==> config.mk <==
export PLATFORM = sky130hd
export DESIGN_NAME = pushbutton_processor
export DESIGN_NICKNAME = d
export VERILOG_FILES = /design/src/rtl/pushbutton_processor.sv
export SDC_FILE = /design/constraint.sdc
export NUM_CORES = 1
export LEC_CHECK = 0
export ABC_AREA = 1
export CORE_ASPECT_RATIO = 1.25
export CORE_MARGIN = 1
export CORE_UTILIZATION = 26
export DETAILED_ROUTE_END_ITERATION = 8
export GPL_TIMING_DRIVEN = 0
export HOLD_SLACK_MARGIN = 0.12
export PLACE_DENSITY = 0.42
export SLEW_MARGIN = 20
export SYNTH_ARGS = -nofsm -noshare
export SYNTH_HDL_FRONTEND = slang
export SYNTH_SLANG_ARGS = --single-unit
==> constraint.sdc <==
create_clock -name clk_1khz -period 1.3 [get_ports clk_1khz]
set_input_delay 0.195 -clock clk_1khz [delete_from_list [all_inputs] [get_ports clk_1khz]]
set_output_delay 0.195 -clock clk_1khz [all_outputs]
set_load 0.01 [all_outputs]
==> src/rtl/pushbutton_processor.sv <==
// Pushbutton front end for the scoreboard counter.
// Turns one raw, bouncy, asynchronous button into single-cycle commands:
// a short press gives count_up on release, and a press held for LONG_PRESS_MS
// cycles gives count_down while the button is still held. Everything runs
// from the 1 kHz clock, so one cycle is one millisecond.
//
// Ports:
//   clk_1khz     - 1 kHz system clock, rising edge
//   rst_i        - synchronous active-high reset
//   pushbutton_i - raw button level, 1 = pressed (asynchronous, bouncy)
//   count_up     - one-cycle pulse when a short press completes
//   count_down   - one-cycle pulse when a long press is recognised
module pushbutton_processor #(
  parameter int unsigned DEBOUNCE_MS   = 20,
  parameter int unsigned LONG_PRESS_MS = 2000,
  parameter int unsigned CNT_W         = 11
) (
  input  logic clk_1khz,
  input  logic rst_i,
  input  logic pushbutton_i,
  output logic count_up,
  output logic count_down
);

  localparam int unsigned      DbW      = $clog2(DEBOUNCE_MS + 1);
  localparam logic [DbW-1:0]   DbLast   = DbW'(DEBOUNCE_MS - 1);
  localparam logic [CNT_W-1:0] HoldLong = CNT_W'(LONG_PRESS_MS);
  localparam logic [CNT_W-1:0] HoldMax  = '1;

  typedef enum logic [1:0] {
    StIdle,
    StPressed,
    StLongDone
  } state_e;

  logic [1:0]       sync_q;
  logic [DbW-1:0]   db_cnt_q, db_cnt_d;
  logic             db_level_q, db_level_d;
  state_e           state_q, state_d;
  logic [CNT_W-1:0] hold_q, hold_d;
  logic             up_d, down_d;

  // Debouncer: the level flips on the DEBOUNCE_MS-th consecutive differing cycle.
  always_comb begin
    db_level_d = db_level_q;
    db_cnt_d   = '0;
    if (sync_q[1] != db_level_q) begin
      if (db_cnt_q == DbLast) begin
        db_level_d = ~db_level_q;
      end else begin
        db_cnt_d = db_cnt_q + DbW'(1);
      end
    end
  end

  // Press classifier. The FSM state tracks the debounced level, so seeing
  // level 1 in StIdle is the rising edge and level 0 in StPressed the falling
  // edge. The threshold test comes first so a release on the very cycle the
  // threshold is reached still counts as a long press.
  always_comb begin
    state_d = state_q;
    hold_d  = hold_q;
    up_d    = 1'b0;
    down_d  = 1'b0;
    unique case (state_q)
      StIdle: begin
        hold_d = '0;
        if (db_level_q) begin
          state_d = StPressed;
          hold_d  = CNT_W'(1);
        end
      end
      StPressed: begin
        if (hold_q >= HoldLong) begin
          down_d  = 1'b1;
          state_d = StLongDone;
          hold_d  = '0;
        end else if (!db_level_q) begin
          up_d    = 1'b1;
          state_d = StIdle;
          hold_d  = '0;
        end else if (hold_q != HoldMax) begin
          hold_d = hold_q + CNT_W'(1);
        end
      end
      StLongDone: begin
        hold_d = '0;
        if (!db_level_q) begin
          state_d = StIdle;
        end
      end
      default: begin
        state_d = StIdle;
        hold_d  = '0;
      end
    endcase
  end

  always_ff @(posedge clk_1khz) begin
    if (rst_i) begin
      sync_q     <= '0;
      db_cnt_q   <= '0;
      db_level_q <= 1'b0;
      state_q    <= StIdle;
      hold_q     <= '0;
      count_up   <= 1'b0;
      count_down <= 1'b0;
    end else begin
      sync_q     <= {sync_q[0], pushbutton_i};
      db_cnt_q   <= db_cnt_d;
      db_level_q <= db_level_d;
      state_q    <= state_d;
      hold_q     <= hold_d;
      count_up   <= up_d;
      count_down <= down_d;
    end
  end

endmodule

======== Yosys cells after proc, flatten, opt, wreduce, memory -nomap -nowiden ========
Cells that the tools add are included.
storage, ports and cells
  logic and storage cells ................. 36
  output and inout bits ................... 2
  flip-flop bits (word level) ............. 23
cells by class
  bitwise operators ....................... 3
  equality and inequality tests ........... 7
  $add $sub $neg .......................... 2
  reduce and logical (&&, ||, !) cells .... 5
  multiplexer cells ....................... 11
  magnitude comparators ................... 1
operators with widths
  operator                                                               number
  11-bit 2-to-1 mux                                                      3
  11-bit case mux with 2 select lines                                    1
  11-bit by 1-bit adder with 11-bit output, second input constant        1
  11-bit >= comparator, second input constant                            1
  11-bit != test, second input constant                                  1
  2-bit 2-to-1 mux                                                       3
  2-bit case mux with 3 select lines                                     1
  3-bit OR reduction                                                     2
  5-bit by 1-bit adder with 5-bit output, second input constant          1
  5-bit equality test, second input constant                             1
  4-bit != test, second input constant                                   1
  1-bit 2-to-1 mux                                                       3
  1-bit inverter                                                         3
  2-bit by 1-bit equality test with 1-bit output, second input constant  1
  2-bit equality test, second input constant                             1
  2-bit zero test                                                        1
  2-bit != test, second input constant                                   1
  2-bit AND reduction                                                    1
  2-bit OR reduction                                                     1
  1-bit != test                                                          1

======== Logic depth before layout (Yosys ltp) ========
Gate-level depths: netlist (run 1).
  depth after elaboration ................. 5
  mapped depth ............................ 8

======== Least setup slack after synthesis (run 1) ========
No wires, ideal clock.
  kind .................................... reg2reg
  start ................................... reg hold_q[0]
  end ..................................... reg hold_q[8]
  buffers on the path ..................... 0
  data arrival time ....................... 1.163 ns
  cell stages (with the launch flop) ...... 9
  data required time ...................... 1.183 ns
  library setup time ...................... 0.117 ns
  path slack .............................. 0.020 ns
  path through ............................ dfxtp_1 -> ha_1 -> nand3_2 -> nor2_4 -> nand2_1 -> nor2_1 -> nand2_1 -> nand2_1 -> nor2_2
between the ends
  cells in the longest elaborated chain, start to end .. 5
  elaborated cells on any way between the ends .. 8
RTL lines
  item                                      line  source
  start, declared                           40    logic [CNT_W-1:0] hold_q, hold_d;
  start signal, assigned                    113   hold_q <= hold_d;
  11-bit by 1-bit adder with 11-bit output  83    hold_d = hold_q + CNT_W'(1);
  11-bit 2-to-1 mux                         82    end else if (hold_q != HoldMax) begin
  11-bit 2-to-1 mux                         78    end else if (!db_level_q) begin
  11-bit 2-to-1 mux                         74    if (hold_q >= HoldLong) begin
  11-bit case mux with 2 select lines       65    unique case (state_q)
Several ways; a longest one is shown, not always the timed one. The select of a mux whose other input is x is not followed.
A chain may end at the register's enable or synchronous reset.

======== Final worst setup path (run 1) ========
Same ends and word-level chain as after synthesis.

==> results of run 1 <==
-- flip-flops by register name (all words and copies together) (netlist names) --
name / count
state_q: 2
db_level_q: 1
hold_q: 11
db_cnt_q: 5
sync_q: 2
count_down: 1
count_up: 1
-- cell usage in the layout, fill, tap and decap left out, types with 3 or more instances in the layout --
cell and count:
dfxtp_1 18, nand4_1 7, inv_1 17, nand3_1 10
nand2_1 25, nor2_2 5, nor3_1 5, clkbuf_8 3
nor2_1 18, xor2_1 3, nand3_4 4, a21oi_1 7
dfxtp_2 3
-- cells in the mapped netlist, drive strengths merged --
| cell type | n | area (sq um) |
|---|---|---|
| nand4 | 7 | 43.8 |
| inv | 19 | 71.3 |
| clkinv | 1 | 3.75 |
| o21ai | 2 | 10.0 |
| o21bai | 1 | 11.3 |
| a21oi | 7 | 35.0 |
| ha | 3 | 37.5 |
| xnor2 | 1 | 8.76 |
| nand3 | 14 | 97.6 |
| buf | 2 | 16.3 |
| xor2 | 3 | 26.3 |
| a31oi | 1 | 6.26 |
| nand2 | 26 | 100 |
| nor2 | 25 | 121 |
| nor3 | 5 | 25.0 |
| nor3b | 1 | 7.51 |
| dfxtp | 23 | 460 |
-- cells by family after synthesis --
kind of cell    share of synthesized area [%]
compound gates                           5.78
xor+xnor                                 3.24
fa+ha+maj                                3.47
buf+inv                                  8.44
flops                                    42.5
simple gates                             36.5
-- report_power, final --
| part | internal [mW] | switching [mW] |
|---|---|---|
| logic | 0.00802 | 0.00985 |
| clock network | 0.218 | 0.218 |
| registers | 0.703 | 0.00206 |
| total | 0.930 | 0.230 |
-- final cells by class --
type | count | area [sq um]
Sequential cell | 23 | 472
Fill cell | 463 | 2590
Inverter | 20 | 75.1
Multi-Input combinational cell | 96 | 566
Timing Repair Buffer | 5 | 45.0
Buffer | 2 | 16.3
Tap cell | 54 | 67.6
Clock buffer | 4 | 45.0
-- metal layers --
layer	share of wire [%]	GRT usage, %	wire length [microns]	vias up
met5	0	0	0	-
met4	0.79	4.65	16	0
met3	1.4	2.09	28	2
met2	52	19.5	1060	3
met1	45	10.6	915	406
li1	-	-	-	467
-- final timing paths --
| kind | from | to | slack (ps) | cells past startpoint |
|---|---|---|---|---|
| worst min-delay path | sync_q[0] | sync_q[1] | 410 | 2 |
| worst max-delay path | hold_q[0] | hold_q[8] | 80 | 8 |
| worst min register to register | sync_q[0] | sync_q[1] | 410 | 2 |
| worst max register to register | hold_q[0] | hold_q[8] | 80 | 8 |
-- per-stage QoR --
step | instance area [sq um] | hold slack, ps | power, mW | setup slack (ps) | utilization, %
2_1_floorplan | 1080 | 264 | 0.733 | 20.3 | -
3_3_place_gp | 1190 | 397 | 0.744 | -178 | 30.7
4_1_cts | 1260 | 413 | 1.19 | 8.73 | 32.4
6_report | 1290 | 407 | 1.16 | 82.5 | 33.2
5_1_grt | 1290 | 422 | 1.21 | -16.5 | 33.2
3_5_place_dp | 1190 | 400 | 0.744 | -216 | 30.7
-- tightest hold or removal path, stage by stage (launching register included) --
cell	delay, ps
dfxtp_1	300
inv_1	40
nor2_1	30
-- repair_timing --
action / CTS / global route
resized for setup: 8 / 6
endpoints found under the setup margin: 9 / 4
cloned: 0 / 0
setup buffers: 0 / 1
pin swaps: 1 / 2
==> metrics.md, run 1 <==
| Metric | Value |
|---|---|
| All-Layer GR Usage | `10.3%` |
| Total CTS buffers | `3` |
| First-pass GRT wire length | `3.43 mm` |
| Share of post-route cells with drive strength above 1 | `18.0%` |
| Initial antenna violation count | `0` |
| Reg clk slew, reported paths | `80 ps` |
| CTS Sinks | `23` |
| Crit-path cells | `ha_4, nand3_4, nor2_4, nand2_1, nor2_1, nand2_1, nand2_1, nor2_2` |
| CP delay by family, top | `simple AND/OR/NAND/NOR gates` |
| # nets final | `157` |
| Synth warnings | `0` |
| Worst-path maximum fanout | `6` |
| Max Clock Skew | `4.81 ps` |
| CTS tree | `built` |
| Num ports | `5` |
| Setup TNS | `0 ps` |
| Drt pass-1 iters | `3` |
| H-tree depth | `1` |
| Run status | `complete, no violations` |
| CP Data Arrival Time | `1370 ps` |
| Synth cell types | `24` |
| Crit path largest cell delay | `390 ps` |
| Slew Limit Headroom | `83.4%` |
| Crit. End Element | `flop` |
| Post-route minimum period | `1220 ps` |
| PD cells | `901 nW/um^2` |
| Finished Layout Cells | `204` |
| DRT Wirelength | `2.02 mm` |
| Num rows | `25` |
| Final Slew Violations | `0` |
| Via density | `4.30` |
| DR DRC count | `0` |
| Gpl congestion | `0.792` |
| Die H | `74.1 microns` |
| CP most frequent cell | `nand2_1` |
| Setup violators final | `0` |
| Hold-fix buffers, CTS | `0` |
| Worst vdd ir | `0.000327 V` |
| Tcrit/Tclk final | `93.7%` |
| Buffers on Ports | `4` |
| Final hold violations | `0` |
| WP buf/inv | `0` |
| Clock Latency Late Sink | `260 ps` |
| Synthesized flop and latch total | `23` |
| Via count | `878` |
| Layout area overhead | `18.8%` |
| Initial drt markers | `36` |
| FMAX | `821 MHz` |
| Final ANT Viol Nets | `0` |
| Leakage power | `0.437 nW` |
| Die ar. | `4430 sq um` |
| Cells after Synth | `141` |
| Core Footprint | `3880 sq um` |
| MaxCap Viol Count | `0` |
| Startpoint types | `flop` |
| Avg Inst Size Synth | `7.68 sq um` |
| Largest net degree at the start of global routing | `13` |
| Worst-Margin Slew | `249 ps` |
| Cell area after synthesis | `1080 sq um` |
| DP HPWL | `1.59 mm` |
| Crit Path Category | `flop to flop` |
| Sequential share of the synthesized area | `42.5%` |
| Clock Path Buffers | `2` |
| Placed Cells | `199` |
| Starting density of the core | `27.9%` |
| Die width | `59.7 microns` |
| Slowest-stage cell, CP | `dfxtp_4` |
| GRT overflow | `0` |
| Vias in the first global route | `842` |
| Hold Crit Class | `flop to flop` |
| Ant diodes | `0` |
| Critical Path RT | `1450 ps` |
| Routed WL per cell | `9.91 microns` |
| Root Driver | `clkbuf_8` |
| Mapped Nets | `147` |
(Power assumes the default switching activity.)
==> run 2, diff against run 1 <==
--- a/config.mk
+++ b/config.mk
@@ -12,7 +12,8 @@
 export DETAILED_ROUTE_END_ITERATION = 8
 export GPL_TIMING_DRIVEN = 0
 export HOLD_SLACK_MARGIN = 0.12
-export PLACE_DENSITY = 0.42
+export PLACE_DENSITY = 0.41
+export REMOVE_ABC_BUFFERS = 1
 export SLEW_MARGIN = 20
 export SYNTH_ARGS = -nofsm -noshare
 export SYNTH_HDL_FRONTEND = slang
==> constraint.sdc (replaced) <==
create_clock -name clk_1khz -period 1.55 [get_ports clk_1khz]
set_input_delay 0.2325 -clock clk_1khz [delete_from_list [all_inputs] [get_ports clk_1khz]]
set_output_delay 0.2325 -clock clk_1khz [all_outputs]
set_load 0.01 [all_outputs]
==> run 2 against run 1 <==
  * Via count down 1.6%
  * Sequential cell count unchanged
  * Non-clock buffer count down 3
  * Final cell count down 1.5%
  * First-iteration DRC count down 36%
  * Largest power group unchanged
==> metrics.md, run 2 (synthesized netlist as in run 1, its figures left out) <==
| Metric | Value |
|---|---|
| Run status | `complete, no violations` |
| Num rows | `25 (unchanged)` |
| Final Slew Violations | `0 (unchanged)` |
| Setup bufs post-CTS | `0 (unchanged)` |
| Hold path depth | `2 (unchanged)` |
| Routed WL per cell | `10.0 microns (+1.4%)` |
| Max Clock Skew | `5.88 ps (+1.07 ps)` |
| Initial antenna violation count | `0 (unchanged)` |
| Worst vdd ir | `0.000415 V (+27%)` |
| Final WS setup | `183 ps (+101 ps)` |
| GRT overflow | `0 (unchanged)` |
| Worst-path maximum fanout | `7 (+1)` |
| FMAX | `732 MHz (-11%)` |
| WHS Endpoint | `sync_q[1]` |
| Starting density of the core | `27.9% (unchanged)` |
| Commonest non-fill, non-tap cell in the layout | `nand2_1` |
| Leakage power | `0.413 nW (-5.6%)` |
| Clock Path Buffers | `2 (unchanged)` |
| Final hold slack | `417 ps (+9.34 ps)` |
| Placed Area | `1170 sq um (-1.4%)` |
| Vias in the first global route | `846 (+0.48%)` |
| Final ANT Viol Nets | `0 (unchanged)` |
| Via count | `864 (-1.6%)` |
| Layout area overhead | `12.8%` |
| # fillers | `458 (-1.1%)` |
| Initial drt markers | `23 (-36%)` |
| Ant diodes | `0 (unchanged)` |
| Num ports | `5 (unchanged)` |
| # nets final | `154 (-1.9%)` |
| Area used by multi-input combinational logic | `531 sq um (-6.2%)` |
| FF-to-FF Start | `hold_q[0]` |
| Drt pass-1 iters | `4 (+1)` |
| Commonest cells after routing, fill and taps aside | `nand2_1 (25), dfxtp_1 (22), nor2_1 (18)` |
| R2R setup slack | `180 ps (+100 ps)` |
| Root Driver | `clkbuf_8` |
| Setup WS pre-CTS | `62.2 ps (+278 ps)` |
| CTS Sinks | `23 (unchanged)` |
| First-pass GRT wire length | `3.68 mm (+7.2%)` |
| Finished Cell Area | `1220 sq um (-5.1%)` |
| Setup violators final | `0 (unchanged)` |
| Max layer used | `met4` |
| Post-route minimum period | `1370 ps (+149 ps)` |
| Placed Cells | `197 (-1.0%)` |
| Biggest register | `hold_q` |
| Buffers on Ports | `4 (unchanged)` |
| Die ar. | `4430 sq um (unchanged)` |
| CP Data Arrival Time | `1530 ps (+160 ps)` |
| Reg clk slew, reported paths | `80 ps (about the same)` |
| Clock Latency Late Sink | `270 ps (about the same)` |
| Largest net degree at the start of global routing | `14 (+1)` |
| DP HPWL | `1.56 mm (-1.8%)` |
| Reg2reg path depth | `8 (unchanged)` |
| Largest registers | `hold_q: 11 flops, db_cnt_q: 5 flops` |
| Finished Layout Cells | `201 (-1.5%)` |
| DR DRC count | `0 (unchanged)` |
| Crit. End Element | `flop` |
| Met2 WL | `959 microns (-9.6%)` |
| MaxCap Viol Count | `0 (unchanged)` |
| DRT Wirelength | `2.02 mm (about the same)` |
| Reg area | `462 sq um (-2.1%)` |
| CTS tree | `built` |
| Gpl congestion | `0.808 (+2.0%)` |
| Worst-Margin Slew | `302 ps (+53.7 ps)` |
| Hold Crit Class | `flop to flop` |
| Die H | `74.1 microns (unchanged)` |
| Core Footprint | `3880 sq um (unchanged)` |
| Hold Startpoint | `sync_q[0]` |
| Max FFs per register | `11 (unchanged)` |
| PD cells | `809 nW/um^2 (-10%)` |
| Via density | `4.30 (-0.13%)` |
| Met3 Routed Length | `39 microns (+39%)` |
| Die width | `59.7 microns (unchanged)` |
| H-tree depth | `1 (unchanged)` |
| Worst r2r dst | `hold_q[8]` |
| Total CTS buffers | `3 (unchanged)` |
| Crit Path Category | `flop to flop` |
| RSZ-0062 raised after global routing | `no` |
| Share of post-route cells with drive strength above 1 | `13.6% (-4.4 points)` |
| Setup TNS | `0 ps (unchanged)` |
| M1 wire length | `957 microns (+4.6%)` |
| All-Layer GR Usage | `11.0% (+0.68 points)` |
| Startpoint types | `flop` |
| Slew Limit Headroom | `79.8% (-3.6 points)` |
| Final hold violations | `0 (unchanged)` |
| Critical Path RT | `1710 ps (+260 ps)` |
| Tcrit/Tclk final | `88.2% (-5.5 points)` |
-- run 2: stage by stage --
stage / util (%) / total power, mW
global placement: 30.3 / 0.624
finish: 31.5 / 0.988
CTS: 31.5 / 0.999
global route: 31.5 / 1.03
floorplan: - / 0.615
detailed placement: 30.3 / 0.624
-- run 2: how the worst max path moves through the flow --
| stage | from | end | cells after the start |
|---|---|---|---|
| 3_5_place_dp | rst_i | hold_q[5] | 6 |
| 5_1_grt | hold_q[1] | hold_q[8] | 8 |
| 2_1_floorplan | hold_q[0] | hold_q[8] | 8 |
| 6_report | hold_q[0] | hold_q[8] | 8 |
| 4_1_cts | hold_q[0] | hold_q[8] | 8 |
| 3_3_place_gp | rst_i | hold_q[8] | 6 |
-- run 2: area by class of cell --
| cell class | instances | area share [%] |
|---|---|---|
| inverter | 20 | 6.15 |
| clock inverter | 1 | 0.410 |
| multi-input combinational | 96 | 43.4 |
| tap | 54 | 5.53 |
| clock buffer | 3 | 3.38 |
| timing repair buffer | 4 | 3.28 |
| sequential | 23 | 37.8 |
-- run 2: repair_timing --
| item | CTS | global route |
|---|---|---|
| hold buffers | 0 | 0 |
| endpoints found under the setup margin | 0 | 4 |
| resized for setup | 0 | 1 |
| endpoints found under the hold margin | 0 | 0 |
-- run 2: routing by layer --
| layer | up-vias | track usage, % |
|---|---|---|
| met2 | 8 | 18.1 |
| met4 | 0 | 4.91 |
| met1 | 387 | 13.7 |
| li1 | 463 | - |
| met3 | 6 | 2.09 |
| met5 | - | 0 |
-- run 2: power by group --
part / internal (mW) / switching, mW
registers: 0.593 / 0.00149
logic: 0.00672 / 0.00780
clock network: 0.180 / 0.199
-- run 2: worst max-delay path: stages (launching register included) --
cell,delay [ps]
dfxtp_2,410
ha_1,260
nand3_2,130
nor2_4,160
nand2_1,60
nor2_1,90
nand2_1,50
nand2_1,70
nor2_2,30
==> run 3, diff against run 2 <==
--- a/config.mk
+++ b/config.mk
@@ -14,7 +14,6 @@
 export HOLD_SLACK_MARGIN = 0.12
 export PLACE_DENSITY = 0.41
 export REMOVE_ABC_BUFFERS = 1
-export SLEW_MARGIN = 20
 export SYNTH_ARGS = -nofsm -noshare
 export SYNTH_HDL_FRONTEND = slang
 export SYNTH_SLANG_ARGS = --single-unit
==> results of run 3 <==
Same layout as run 2: the final DEF is identical, and so are final timing and power.
